<file path="config.mk">
export PLATFORM = sky130hd
export DESIGN_NAME = shift_seq8
export DESIGN_NICKNAME = d
export VERILOG_FILES = /design/src/rtl/shift_seq8_pkg.sv /design/src/rtl/shift_seq8.sv
export SDC_FILE = /design/constraint.sdc
export NUM_CORES = 1
export LEC_CHECK = 0
export ABC_AREA = 1
export BUFFER_PORTS_ARGS = -buffer_cell sky130_fd_sc_hd__buf_2
export CAP_MARGIN = 20
export CORE_UTILIZATION = 47
export DETAILED_ROUTE_END_ITERATION = 8
export PLACE_DENSITY = 0.85
export SYNTH_ARGS = -nofsm -noshare
export SYNTH_HDL_FRONTEND = slang
export SYNTH_SLANG_ARGS = --single-unit
export TNS_END_PERCENT = 20
</file>
<file path="constraint.sdc">
create_clock -name clk -period 1.6 [get_ports clk]
set_input_delay 0.32 -clock clk [delete_from_list [all_inputs] [get_ports clk]]
set_output_delay 0.32 -clock clk [all_outputs]
set_load 0.01 [all_outputs]
</file>
<file path="src/rtl/shift_seq8_pkg.sv">
// shift_seq8_pkg: shifter op codes, direction codes, sequencer states and split helpers
package shift_seq8_pkg;
  localparam int MAX_STEP = 3;
  typedef enum logic [2:0] {
    OP_NOP  = 3'b000,
    OP_LOAD = 3'b001,
    OP_LSL  = 3'b010,
    OP_LSR  = 3'b011,
    OP_ASR  = 3'b100
  } sh_op_e;
  typedef enum logic [1:0] {
    DIR_LSL = 2'b00,
    DIR_LSR = 2'b01,
    DIR_ASR = 2'b10,
    DIR_RSV = 2'b11
  } dir_e;
  typedef enum logic [1:0] {
    S_IDLE  = 2'd0,
    S_LOAD  = 2'd1,
    S_SHIFT = 2'd2,
    S_DONE  = 2'd3
  } state_e;
  // Greedy split: take the largest shamt the shifter accepts, remainder last.
  function automatic logic [1:0] step_of(input logic [2:0] rem);
    return (rem > 3'(MAX_STEP)) ? 2'(MAX_STEP) : rem[1:0];
  endfunction
  function automatic sh_op_e op_of(input logic [1:0] dir);
    return (dir == DIR_LSL) ? OP_LSL : (dir == DIR_LSR) ? OP_LSR : OP_ASR;
  endfunction
endpackage

</file>
<file path="src/rtl/shift_seq8.sv">
// shift_seq8: sequences LOAD plus greedy shift ops into an 8-bit shifter and reports the result
module shift_seq8
  import shift_seq8_pkg::*;
(
  input  logic       clk,
  input  logic       reset,
  input  logic       start,
  input  logic [1:0] cmd_dir,
  input  logic [2:0] cmd_amt,
  input  logic [7:0] cmd_data,
  output logic       busy,
  output logic       done,
  output logic [7:0] result,
  output logic       err,
  output logic [2:0] sh_op,
  output logic [1:0] sh_shamt,
  output logic [7:0] sh_d_in,
  input  logic [7:0] sh_d_out
);
  state_e      state_q;
  sh_op_e      sh_op_q;
  logic [2:0]  rem_q;
  logic [1:0]  dir_q;
  logic [7:0]  sh_d_in_q;
  logic [7:0]  result_q;
  logic [1:0]  sh_shamt_q;
  logic        busy_q;
  logic        done_q;
  logic        err_q;
  logic [1:0]  step_d;
  logic [2:0]  rem_d;
  assign step_d   = step_of(rem_q);
  assign rem_d    = rem_q - {1'b0, step_d};
  assign busy     = busy_q;
  assign done     = done_q;
  assign result   = result_q;
  assign err      = err_q;
  assign sh_op    = sh_op_q;
  assign sh_shamt = sh_shamt_q;
  assign sh_d_in  = sh_d_in_q;
  // Sequencer FSM; all outputs are registered alongside the state they belong to.
  always_ff @(posedge clk) begin
    if (reset) begin
      state_q    <= S_IDLE;
      sh_op_q    <= OP_NOP;
      rem_q      <= '0;
      dir_q      <= '0;
      sh_d_in_q  <= '0;
      result_q   <= '0;
      sh_shamt_q <= '0;
      busy_q     <= 1'b0;
      done_q     <= 1'b0;
      err_q      <= 1'b0;
    end else begin
      done_q <= 1'b0;
      err_q  <= 1'b0;
      case (state_q)
        S_IDLE: begin
          if (start && cmd_dir == DIR_RSV) begin
            err_q <= 1'b1;
          end else if (start) begin
            state_q   <= S_LOAD;
            sh_op_q   <= OP_LOAD;
            busy_q    <= 1'b1;
            dir_q     <= cmd_dir;
            rem_q     <= cmd_amt;
            sh_d_in_q <= cmd_data;
          end
        end
        S_LOAD, S_SHIFT: begin
          if (rem_q == 3'd0) begin
            state_q    <= S_DONE;
            sh_op_q    <= OP_NOP;
            sh_shamt_q <= '0;
          end else begin
            state_q    <= S_SHIFT;
            sh_op_q    <= op_of(dir_q);
            sh_shamt_q <= step_d;
            rem_q      <= rem_d;
          end
        end
        default: begin
          state_q  <= S_IDLE;
          busy_q   <= 1'b0;
          result_q <= sh_d_out;
          done_q   <= 1'b1;
        end
      endcase
    end
  end
endmodule

</file>
* Word level (Yosys, flattened, before mapping)
Index checks and enable logic that the tools add are counted.
** Operators by class
- Add/subtract/negate cells :: 1
- $mul :: 0
- Div/mod/pow operators :: 0
- $lt $le $gt $ge :: 1
- Equality and inequality tests :: 7
- Shift operators :: 0
- Mux-type cells :: 21
- Bitwise gates (word level) :: 3
- Reductions and logical operators :: 13
** Operator list (number)
- $mux 3 :: 8
- $pmux 3 s2 :: 2
- $reduce_and 3->1 :: 3
- $mux 2 :: 4
- $ne 2x2->1 const B :: 3
- $mux 1 :: 5
- $eq 2x1->1 const B :: 2
- $eq 2x2->1 const B :: 2
- $logic_not 2->1 :: 2
- $pmux 2 s2 :: 1
- $reduce_and 4->1 :: 1
- $reduce_or 2->1 :: 2
- $gt 3x2->1 const B :: 1
- $logic_not 3->1 :: 1
- $not 1->1 :: 3
- $reduce_or 3->1 :: 1
- $sub 3x2->3 :: 1
- $pmux 1 s2 :: 1
- $reduce_and 2->1 :: 1
- $reduce_bool 2->1 :: 1
- $logic_and 1x1->1 :: 1
** Storage, ports and cells
- Register bits after elaboration :: 31
- Bits in latches :: 0
- Memory bits (writable) :: 0
- Bits in read-only memories :: 0
- Input bits :: 24
- Output and inout bits :: 24
- Logic and storage cells :: 56
- Memories kept :: 0

* Longest topological paths before layout
Gate-level depths: netlist of the first run.
- Depth after elaboration :: 5
- Gate-level depth with buffers :: 9
- Mapped depth without buffers :: 9

* Worst setup path before layout of the first run
No wires, ideal clock.
- Path kind :: register to register
- Start point :: register state_q[0]
- End point :: register sh_op_q[0] (netlist: sh_op[0])
- Library setup time :: 0.116 ns
- Arrival time :: 1.166 ns
- Data required time :: 1.484 ns
- Path slack :: 0.318 ns
- Stages on the path, launching flop included :: 8
- Buffers on the path :: 1
- Clock period less this slack :: 1.282 ns
- Cells stage by stage :: dfxtp_1 -> inv_1 -> ha_1 -> buf_4 -> nand2_4 -> nand2_4 -> o21ai_0 -> nor2_1
** On the way
- Longest elaborated chain between the ends :: 4
- Elaborated cells between the ends (all ways) :: 9
** RTL lines
- start, declared :: line shift_seq8.sv:20 : state_e state_q;
- start signal, assigned :: line shift_seq8.sv:44 : state_q <= S_IDLE;
- start signal, assigned :: line shift_seq8.sv:62 : state_q <= S_LOAD;
- start signal, assigned :: line shift_seq8.sv:72 : state_q <= S_DONE;
- $eq 2x1->1 or $eq 2x2->1 (tied branches) :: line shift_seq8.sv:57 : case (state_q)
- $reduce_or 2->1 :: line shift_seq8.sv:57
- $reduce_bool 2->1 (no line)
- $reduce_and 3->1 (no line)
- end signal, assigned :: line shift_seq8.sv:77 : sh_op_q <= op_of(dir_q);
- end, declared :: line shift_seq8.sv:21 : sh_op_e sh_op_q;
Parallel ways exist; a longest one is shown, timed or not.
A chain may end at the register's enable or synchronous reset.

* Worst setup path after layout of the first run
- Start point :: register state_q[0]
- End point :: register rem_q[2]
** On the way
- Longest elaborated chain between the ends :: 4
- Elaborated cells between the ends (all ways) :: 10
** RTL lines
- $eq 2x1->1 or $eq 2x2->1 (tied branches) :: line shift_seq8.sv:57
- $reduce_or 2->1 :: line shift_seq8.sv:57
- $ne 2x2->1 (no line) or $reduce_bool 2->1 (tied branches)
- $reduce_and 4->1 (no line)
- end signal, assigned :: line shift_seq8.sv:66 : rem_q <= cmd_amt;
- end signal, assigned :: line shift_seq8.sv:79 : rem_q <= rem_d;
- end, declared :: line shift_seq8.sv:22 : logic [2:0] rem_q;
Parallel ways exist; a longest one is shown, timed or not.

==> results of run 1 <==
routing by layer:
metal | track usage | routed length (microns)
met1 | 0.2825 | 1302
met2 | 0.3293 | 1326
met3 | 0.08757 | 166
met4 | 0.07692 | 31
met5 | 0 | 0
synth_stat cells (2+ instances only):
library cell / n / share of area
a21oi_1: 19 / 0.074
buf_2: 3 / 0.012
dfxtp_1: 31 / 0.49
ha_1: 3 / 0.029
inv_1: 11 / 0.032
nand2_1: 40 / 0.12
nand2_2: 3 / 0.015
nand2_4: 2 / 0.018
nand3_1: 8 / 0.031
nand4_1: 2 / 0.0098
nor2_1: 23 / 0.068
o21ai_0: 13 / 0.051
final timing paths:
check         startpoint    endpoint  slack [ns]  depth (start not counted)
max reg2reg   state_q[0]    rem_q[2]        0.20                          9
max           state_q[0]    rem_q[2]        0.20                          9
min          sh_d_out[2]   result[2]        0.22                          3
min reg2reg   sh_d_in[7]  sh_d_in[7]        0.46                          2
layout by cell type, fill, tap and decap left out:
| cell type | netlist | layout |
|---|---|---|
| a21oi_1 | 19 | 19 |
| a21oi_2 | 1 | 1 |
| buf_2 | 3 | 47 |
| buf_4 | 1 | 3 |
| bufinv_16 | 0 | 1 |
| clkbuf_4 | 0 | 5 |
| clkbuf_8 | 0 | 1 |
| clkinv_1 | 1 | 1 |
| clkinv_2 | 1 | 2 |
| dfxtp_1 | 31 | 31 |
| ha_1 | 3 | 3 |
| inv_1 | 11 | 11 |
| inv_2 | 1 | 1 |
| nand2_1 | 40 | 40 |
| nand2_2 | 3 | 3 |
| nand2_4 | 2 | 2 |
| nand3_1 | 8 | 8 |
| nand3_2 | 1 | 1 |
| nand3_4 | 1 | 1 |
| nand4_1 | 2 | 2 |
| nor2_1 | 23 | 23 |
| nor3_1 | 1 | 1 |
| o21ai_0 | 13 | 13 |
worst min-delay path, delay by kind of cell:
| kind | cells | cell delay, ns |
|---|---|---|
| buffers and inverters | 1 | 0.07 |
| and+or+nand+nor | 2 | 0.12 |
power by group through the flow:
| stage | Sequential (mW) | Clock (mW) | Combinational [mW] |
|---|---|---|---|
| after floorplan | 1.13 | 0 | 0.869 |
| after global placement | 1.08 | 0 | 1.24 |
| after detailed placement | 1.08 | 0 | 1.26 |
| after CTS | 1.07 | 0.645 | 1.27 |
| after global routing | 1.09 | 0.691 | 1.44 |
| final | 1.07 | 0.633 | 1.27 |
registers in the layout (all words and copies together) (netlist names):
| signal | cells |
|---|---|
| sh_op | 3 |
| busy | 1 |
| sh_d_in | 8 |
| sh_shamt | 2 |
| err | 1 |
| done | 1 |
| rem_q | 3 |
| dir_q | 2 |
| state_q | 2 |
| result | 8 |
logic make-up (layout without fill, tap and decap cells):
logic type | count (synthesis) | after routing | synth area share
DFF | 31 | 31 | 0.4858
buffers and inverters | 19 | 72 | 0.06855
AOI/OAI and AO/OA | 33 | 33 | 0.1322
adders and majority gates | 3 | 3 | 0.02939
and+or+nand+nor | 81 | 81 | 0.2840
layout make-up:
cell class                      count  area, sq um
Fill cell                         243        897.1
Multi-Input combinational cell    117        569.3
Timing Repair Buffer               50        257.7
Clock buffer                        6        51.30
Clock inverter                      2        35.03
Inverter                           14        53.80
Sequential cell                    31        620.6
Tap cell                           30        37.54
==> summary.md, run 1 <==
| Metric | Value |
|---|---|
| Area Growth Syn to Fin | `27.23%` |
| Gpl congestion | `roughly 0.81` |
| Fin util | `0.6443` |
| Setup-violating endpoint count in the final report | `0` |
| Slew Limit Fails | `0` |
| Critical path launch point type | `flip-flop` |
| TritonCTS clock tree | `built` |
| Row cnt | `18` |
| Die X | `54.14 microns` |
| Yosys reg bits | `31` |
| Synth Net Count | `about 190` |
| Seq pwr share | `0.360` |
| GRT Total Usage | `0.2196` |
| Post-CTS sizing | `0` |
| Max-cap violation count | `0` |
| Largest net degree at the start of global routing | `18` |
| Antenna diodes | `0` |
| Max transition margin | `0.7613` |
| Post-Layout Inst Area | `about 1600 sq um` |
| Share of cells above drive strength 1 | `0.3091` |
| EDFF count, synth | `0` |
| Average wire per standard cell | `11.31 microns` |
| Worst-path clk slew | `about 0.090 ns` |
| Num CTS Buffers | `5` |
| Global route overflow | `0` |
| Synth Flop Type | `dfxtp_1` |
| Die height | `~54 microns` |
| Crit-path cells | `inv_1, ha_1, buf_4, nand2_4, nand2_4, nand2_2, nand2_1, nand2_1, nor2_1` |
| P_sw | `between 1 and 1.5 mW` |
| Gate power share | `0.428` |
| Slowest stage delay, CP | `about 0.37 ns` |
| Slowest CP cell | `dfxtp_1` |
| Slew @ Worst Pin | `~0.36 ns` |
| CTS Hold Buffers Added | `0` |
| Net Sw Frac | `0.3958` |
| Critical Path AT | `about 1.6 ns` |
| Setup repair bufs after CTS | `0` |
| DIE AREA | `2931 sq um` |
| Leak Pwr | `~0.83 nW` |
| Outcome | `finished, final reports clean` |
| Clock root buffer | `clkbuf_4` |
| Core area | `2522 sq um` |
| Final WS setup | `about 0.20 ns` |
| First-pass GRT wire length | `~4500 microns` |
| Async S/R FF share, synth | `0` |
| H-tree Lvls | `2` |
| Setup TNS | `0 ns` |
| Initial antenna violation count | `0` |
| Fin. Hold Viols | `0` |
| Via count | `1233` |
| Starting density of the core | `0.5064` |
| Drt pass-1 iters | `4` |
| Yosys cell types | `21` |
| Placed Cells incl. Taps | `approximately 240` |
| Crit path kind | `flip-flop to flip-flop` |
| Routed WL | `between 2000 and 3000 microns` |
| Synthesized cell area | `1277 sq um` |
| Clock Power Share | `0.213` |
| Fmax | `0.7147 GHz` |
| Synth Instances | `167` |
| Seq/Total Area, Yosys | `0.4858` |
| I/O Pins | `48` |
| IO Port Bufs | `between 40 and 50` |
| Post-Route Skew | `0.003380 ns` |
| Net count, final | `246` |
| Clock latency on the worst-skew pair | `about 0.32 ns` |
| RSZ-0062 raised after global routing | `no` |
| P_int | `between 1.5 and 2 mW` |
| Top Family by Delay on Critical Path | `simple AND/OR/NAND/NOR gates` |
| Syn Area/Cell | `7.650 sq um` |
| DP HPWL | `1994 microns` |
| Clk buf depth | `2` |
| Fin cells | `250` |
| Pre-CTS setup slack | `between 0.2 and 0.25 ns` |
| Worst slack on hold paths | `0.2163 ns` |
| DRT antenna net count | `0` |
| Yosys Warn Count | `0` |
| Max FO, Critical Path | `5` |
| Period utilization | `0.8745` |
| # DRC | `0` |
| Hold Crit Class | `input pin to flip-flop` |
| Total Power | `approximately 3.0 mW` |
| Dpl cell area | `~1500 sq um` |
| Via/cell ratio | `between 4 and 5` |
| Worst path bufs/invs | `2` |
| Worst vdd ir | `between 1 and 1.5 mV` |
| Iteration-0 DRC Markers | `39` |
| Clk sinks | `31` |
| CP Capture Type | `flip-flop` |
| Final Critical Period | `approximately 1.4 ns` |
| P per Cell Area | `around 1800 nW/um^2` |
| Vias in the first global route | `about 1000` |
| CP required | `1.83 ns` |
No activity file was read; power rests on OpenSTA's default activity.
==> run 2, diff against run 1 <==
--- a/config.mk
+++ b/config.mk
@@ -8,7 +8,9 @@
 export ABC_AREA = 1
 export BUFFER_PORTS_ARGS = -buffer_cell sky130_fd_sc_hd__buf_2
 export CAP_MARGIN = 20
-export CORE_UTILIZATION = 47
+export CELL_PAD_IN_SITES_DETAIL_PLACEMENT = 1
+export CELL_PAD_IN_SITES_GLOBAL_PLACEMENT = 1
+export CORE_UTILIZATION = 33
 export DETAILED_ROUTE_END_ITERATION = 8
 export PLACE_DENSITY = 0.85
 export SYNTH_ARGS = -nofsm -noshare
==> constraint.sdc (replaced) <==
create_clock -name clk -period 1.5 [get_ports clk]
set_input_delay 0.3 -clock clk [delete_from_list [all_inputs] [get_ports clk]]
set_output_delay 0.3 -clock clk [all_outputs]
set_load 0.01 [all_outputs]
==> summary.md, run 2 (synthesis gave the netlist of run 1 again) <==
| Metric | Value |
|---|---|
| Worst-path clk slew | `0.06 ns (-0.03 ns)` |
| Met2 wire len | `1919 microns (+45%)` |
| Total Power | `3.503 mW (+18%)` |
| DP HPWL | `2505 microns (+26%)` |
| Slowest stage delay, CP | `0.34 ns (-0.03 ns)` |
| Critical path capture point | `rem_q[2]` |
| Initial antenna violation count | `0 (unchanged)` |
| Slowest CP cell | `dfxtp_2` |
| TritonCTS clock tree | `built` |
| Period utilization | `0.9012 (+0.02674)` |
| Fin. Hold Viols | `0 (unchanged)` |
| Dpl cell area | `1592 sq um (+3.4%)` |
| Reg-to-Reg Start | `state_q[0]` |
| Reg2reg path depth | `9 (unchanged)` |
| CTS Hold Buffers Added | `0 (unchanged)` |
| Iteration-0 DRC Markers | `53 (+36%)` |
| Antenna diodes | `0 (unchanged)` |
| IO Port Bufs | `47 (unchanged)` |
| Critical Path AT | `1.52 ns (-0.10 ns)` |
| Final WS setup | `0.1481 ns (-0.05266 ns)` |
| Via count | `1310 (+6.2%)` |
| Max-cap violation count | `0 (unchanged)` |
| Final Critical Period | `1.352 ns (-0.04734 ns)` |
| Clk buf depth | `2 (unchanged)` |
| Wire length on met1 | `1525 microns (+17%)` |
| Setup repair bufs after CTS | `0 (unchanged)` |
| Clock root buffer | `clkbuf_8` |
| Routed WL | `3627 microns (+28%)` |
| P per Cell Area | `2046 nW/um^2 (+12%)` |
| RSZ-0062 raised after global routing | `no` |
| DIE AREA | `4124 sq um (+41%)` |
| Post-Layout Inst Area | `1712 sq um (+5.3%)` |
| Setup TNS | `0 ns (unchanged)` |
| Net count, final | `250 (+1.6%)` |
| Worst slack on hold paths | `0.2486 ns (+0.03230 ns)` |
| Clk sinks | `31 (unchanged)` |
| GRT Total Usage | `0.1889 (-0.03076)` |
| Pre-CTS setup slack | `0.007990 ns (-0.2186 ns)` |
| Core area | `3689 sq um (+46%)` |
| Post-Route Skew | `0.006034 ns (+0.002654 ns)` |
| Outcome | `finished, final reports clean` |
| Slew Limit Fails | `0 (unchanged)` |
| Crit path kind | `flip-flop to flip-flop` |
| Worst vdd ir | `0.8360 mV (-20%)` |
| Share of cells above drive strength 1 | `0.3318 (+0.02275)` |
| Average wire per standard cell | `13.38 microns (+18%)` |
| Largest net degree at the start of global routing | `18 (unchanged)` |
| R2R Path End | `rem_q[2]` |
| Row cnt | `22 (+4)` |
| Setup-violating endpoint count in the final report | `0 (unchanged)` |
| CP required | `1.67 ns (-0.16 ns)` |
| Commonest non-fill, non-tap cell in the layout | `buf_2` |
| Top layer in use | `met4` |
| First-pass GRT wire length | `5989 microns (+33%)` |
| # DRC | `0 (unchanged)` |
| Die X | `64.22 microns (+19%)` |
| Area Growth Syn to Fin | `33.99%` |
| Max transition margin | `0.7595 (-0.001801)` |
| Leak Pwr | `0.8581 nW (+2.9%)` |
| Slew @ Worst Pin | `0.3603 ns (+0.002698 ns)` |
| Via/cell ratio | `4.834 (-2.0%)` |
| Vias in the first global route | `1278 (+22%)` |
| H-tree Lvls | `2 (unchanged)` |
| Global route overflow | `0 (unchanged)` |
| Met3 Wirelength | `123 microns (-26%)` |
| Clock latency on the worst-skew pair | `0.28 ns (-0.04 ns)` |
| Max FO, Critical Path | `4 (-1)` |
| Critical path launch point type | `flip-flop` |
| I/O Pins | `48 (unchanged)` |
| Critical path startpoint | `state_q[0]` |
| Die height | `64.22 microns (+19%)` |
| Crit-path cells | `inv_1, ha_4, inv_2, nor2_2, nand2_2, nand2_2, nand2_1, nand2_1, nor2_1` |
| Starting density of the core | `0.3463 (-0.1601)` |
| Hold Crit Class | `input pin to flip-flop` |
| Num CTS Buffers | `5 (unchanged)` |
| Gpl congestion | `0.7766 (-3.7%)` |
| Highest-count cells in the layout ignoring fill and taps | `buf_2, nand2_1, dfxtp_1` |
| Reg2Reg Setup Slack | `0.15 ns (-0.05 ns)` |
| DRT antenna net count | `0 (unchanged)` |
| Fmax | `0.7397 GHz (+3.5%)` |
| CP Capture Type | `flip-flop` |
| Drt pass-1 iters | `4 (unchanged)` |
| Hold depth | `3 (unchanged)` |
==> run 2: cell types whose count changed in the layout (fill, tap and decap cells not counted), moves of 2 or more <==
cell      change
dfxtp_2       +2
clkbuf_8      +4
buf_4         +4
dfxtp_1       -2
clkbuf_4      -5
==> run 2: report_power, final <==
part | switching (mW) | total, mW | internal, mW
registers | 0.126 | 1.15 | 1.03
logic | 0.954 | 1.57 | 0.615
clock network | 0.292 | 0.779 | 0.486
total | 1.37 | 3.50 | 2.13
==> run 2: timing repair <==
item | 4_1_cts | 5_1_grt
endpoints found under the setup margin | 2 | 2
gates resized for setup | 2 | 3
hold endpoints to repair | 0 | 0
==> run 2: how the worst min path moves through the flow <==
stage | startpoint | to
2_1_floorplan | dir_q[0] | dir_q[0]
3_3_place_gp | sh_d_in[7] | sh_d_in[7]
3_5_place_dp | sh_d_in[0] | sh_d_in[0]
4_1_cts | sh_d_out[6] | result[6]
5_1_grt | sh_d_out[4] | result[4]
6_report | sh_d_out[6] | result[6]
==> run 2: layout make-up <==
class,count,area (sq um)
multi-input cells,117,584.3
fillers,507,1977
inverters,14,53.80
well taps,48,60.06
repair buffers,54,287.8
flip-flops and latches,31,623.1
clock buffers,6,72.57
clock inverters,1,30.03
==> run 2: through the flow <==
step	cells	utilization
floorplan	167	-
global placement	264	0.4315
detailed placement	264	0.4315
CTS	271	0.4607
global route	271	0.4640
finish	271	0.4640
==> run 2: worst max-delay path, delay by kind of cell (launching register included) <==
kind / cells / cell delay [ns]
buf+inv: 2 / 0.13
flops: 1 / 0.34
fa+ha+maj: 1 / 0.30
simple gates: 6 / 0.48
==> run 2: routing by layer <==
layer,vias up,global-route usage
met5,-,0
met2,33,0.3431
met4,0,0.06389
met1,620,0.2210
li1,648,-
met3,9,0.03393
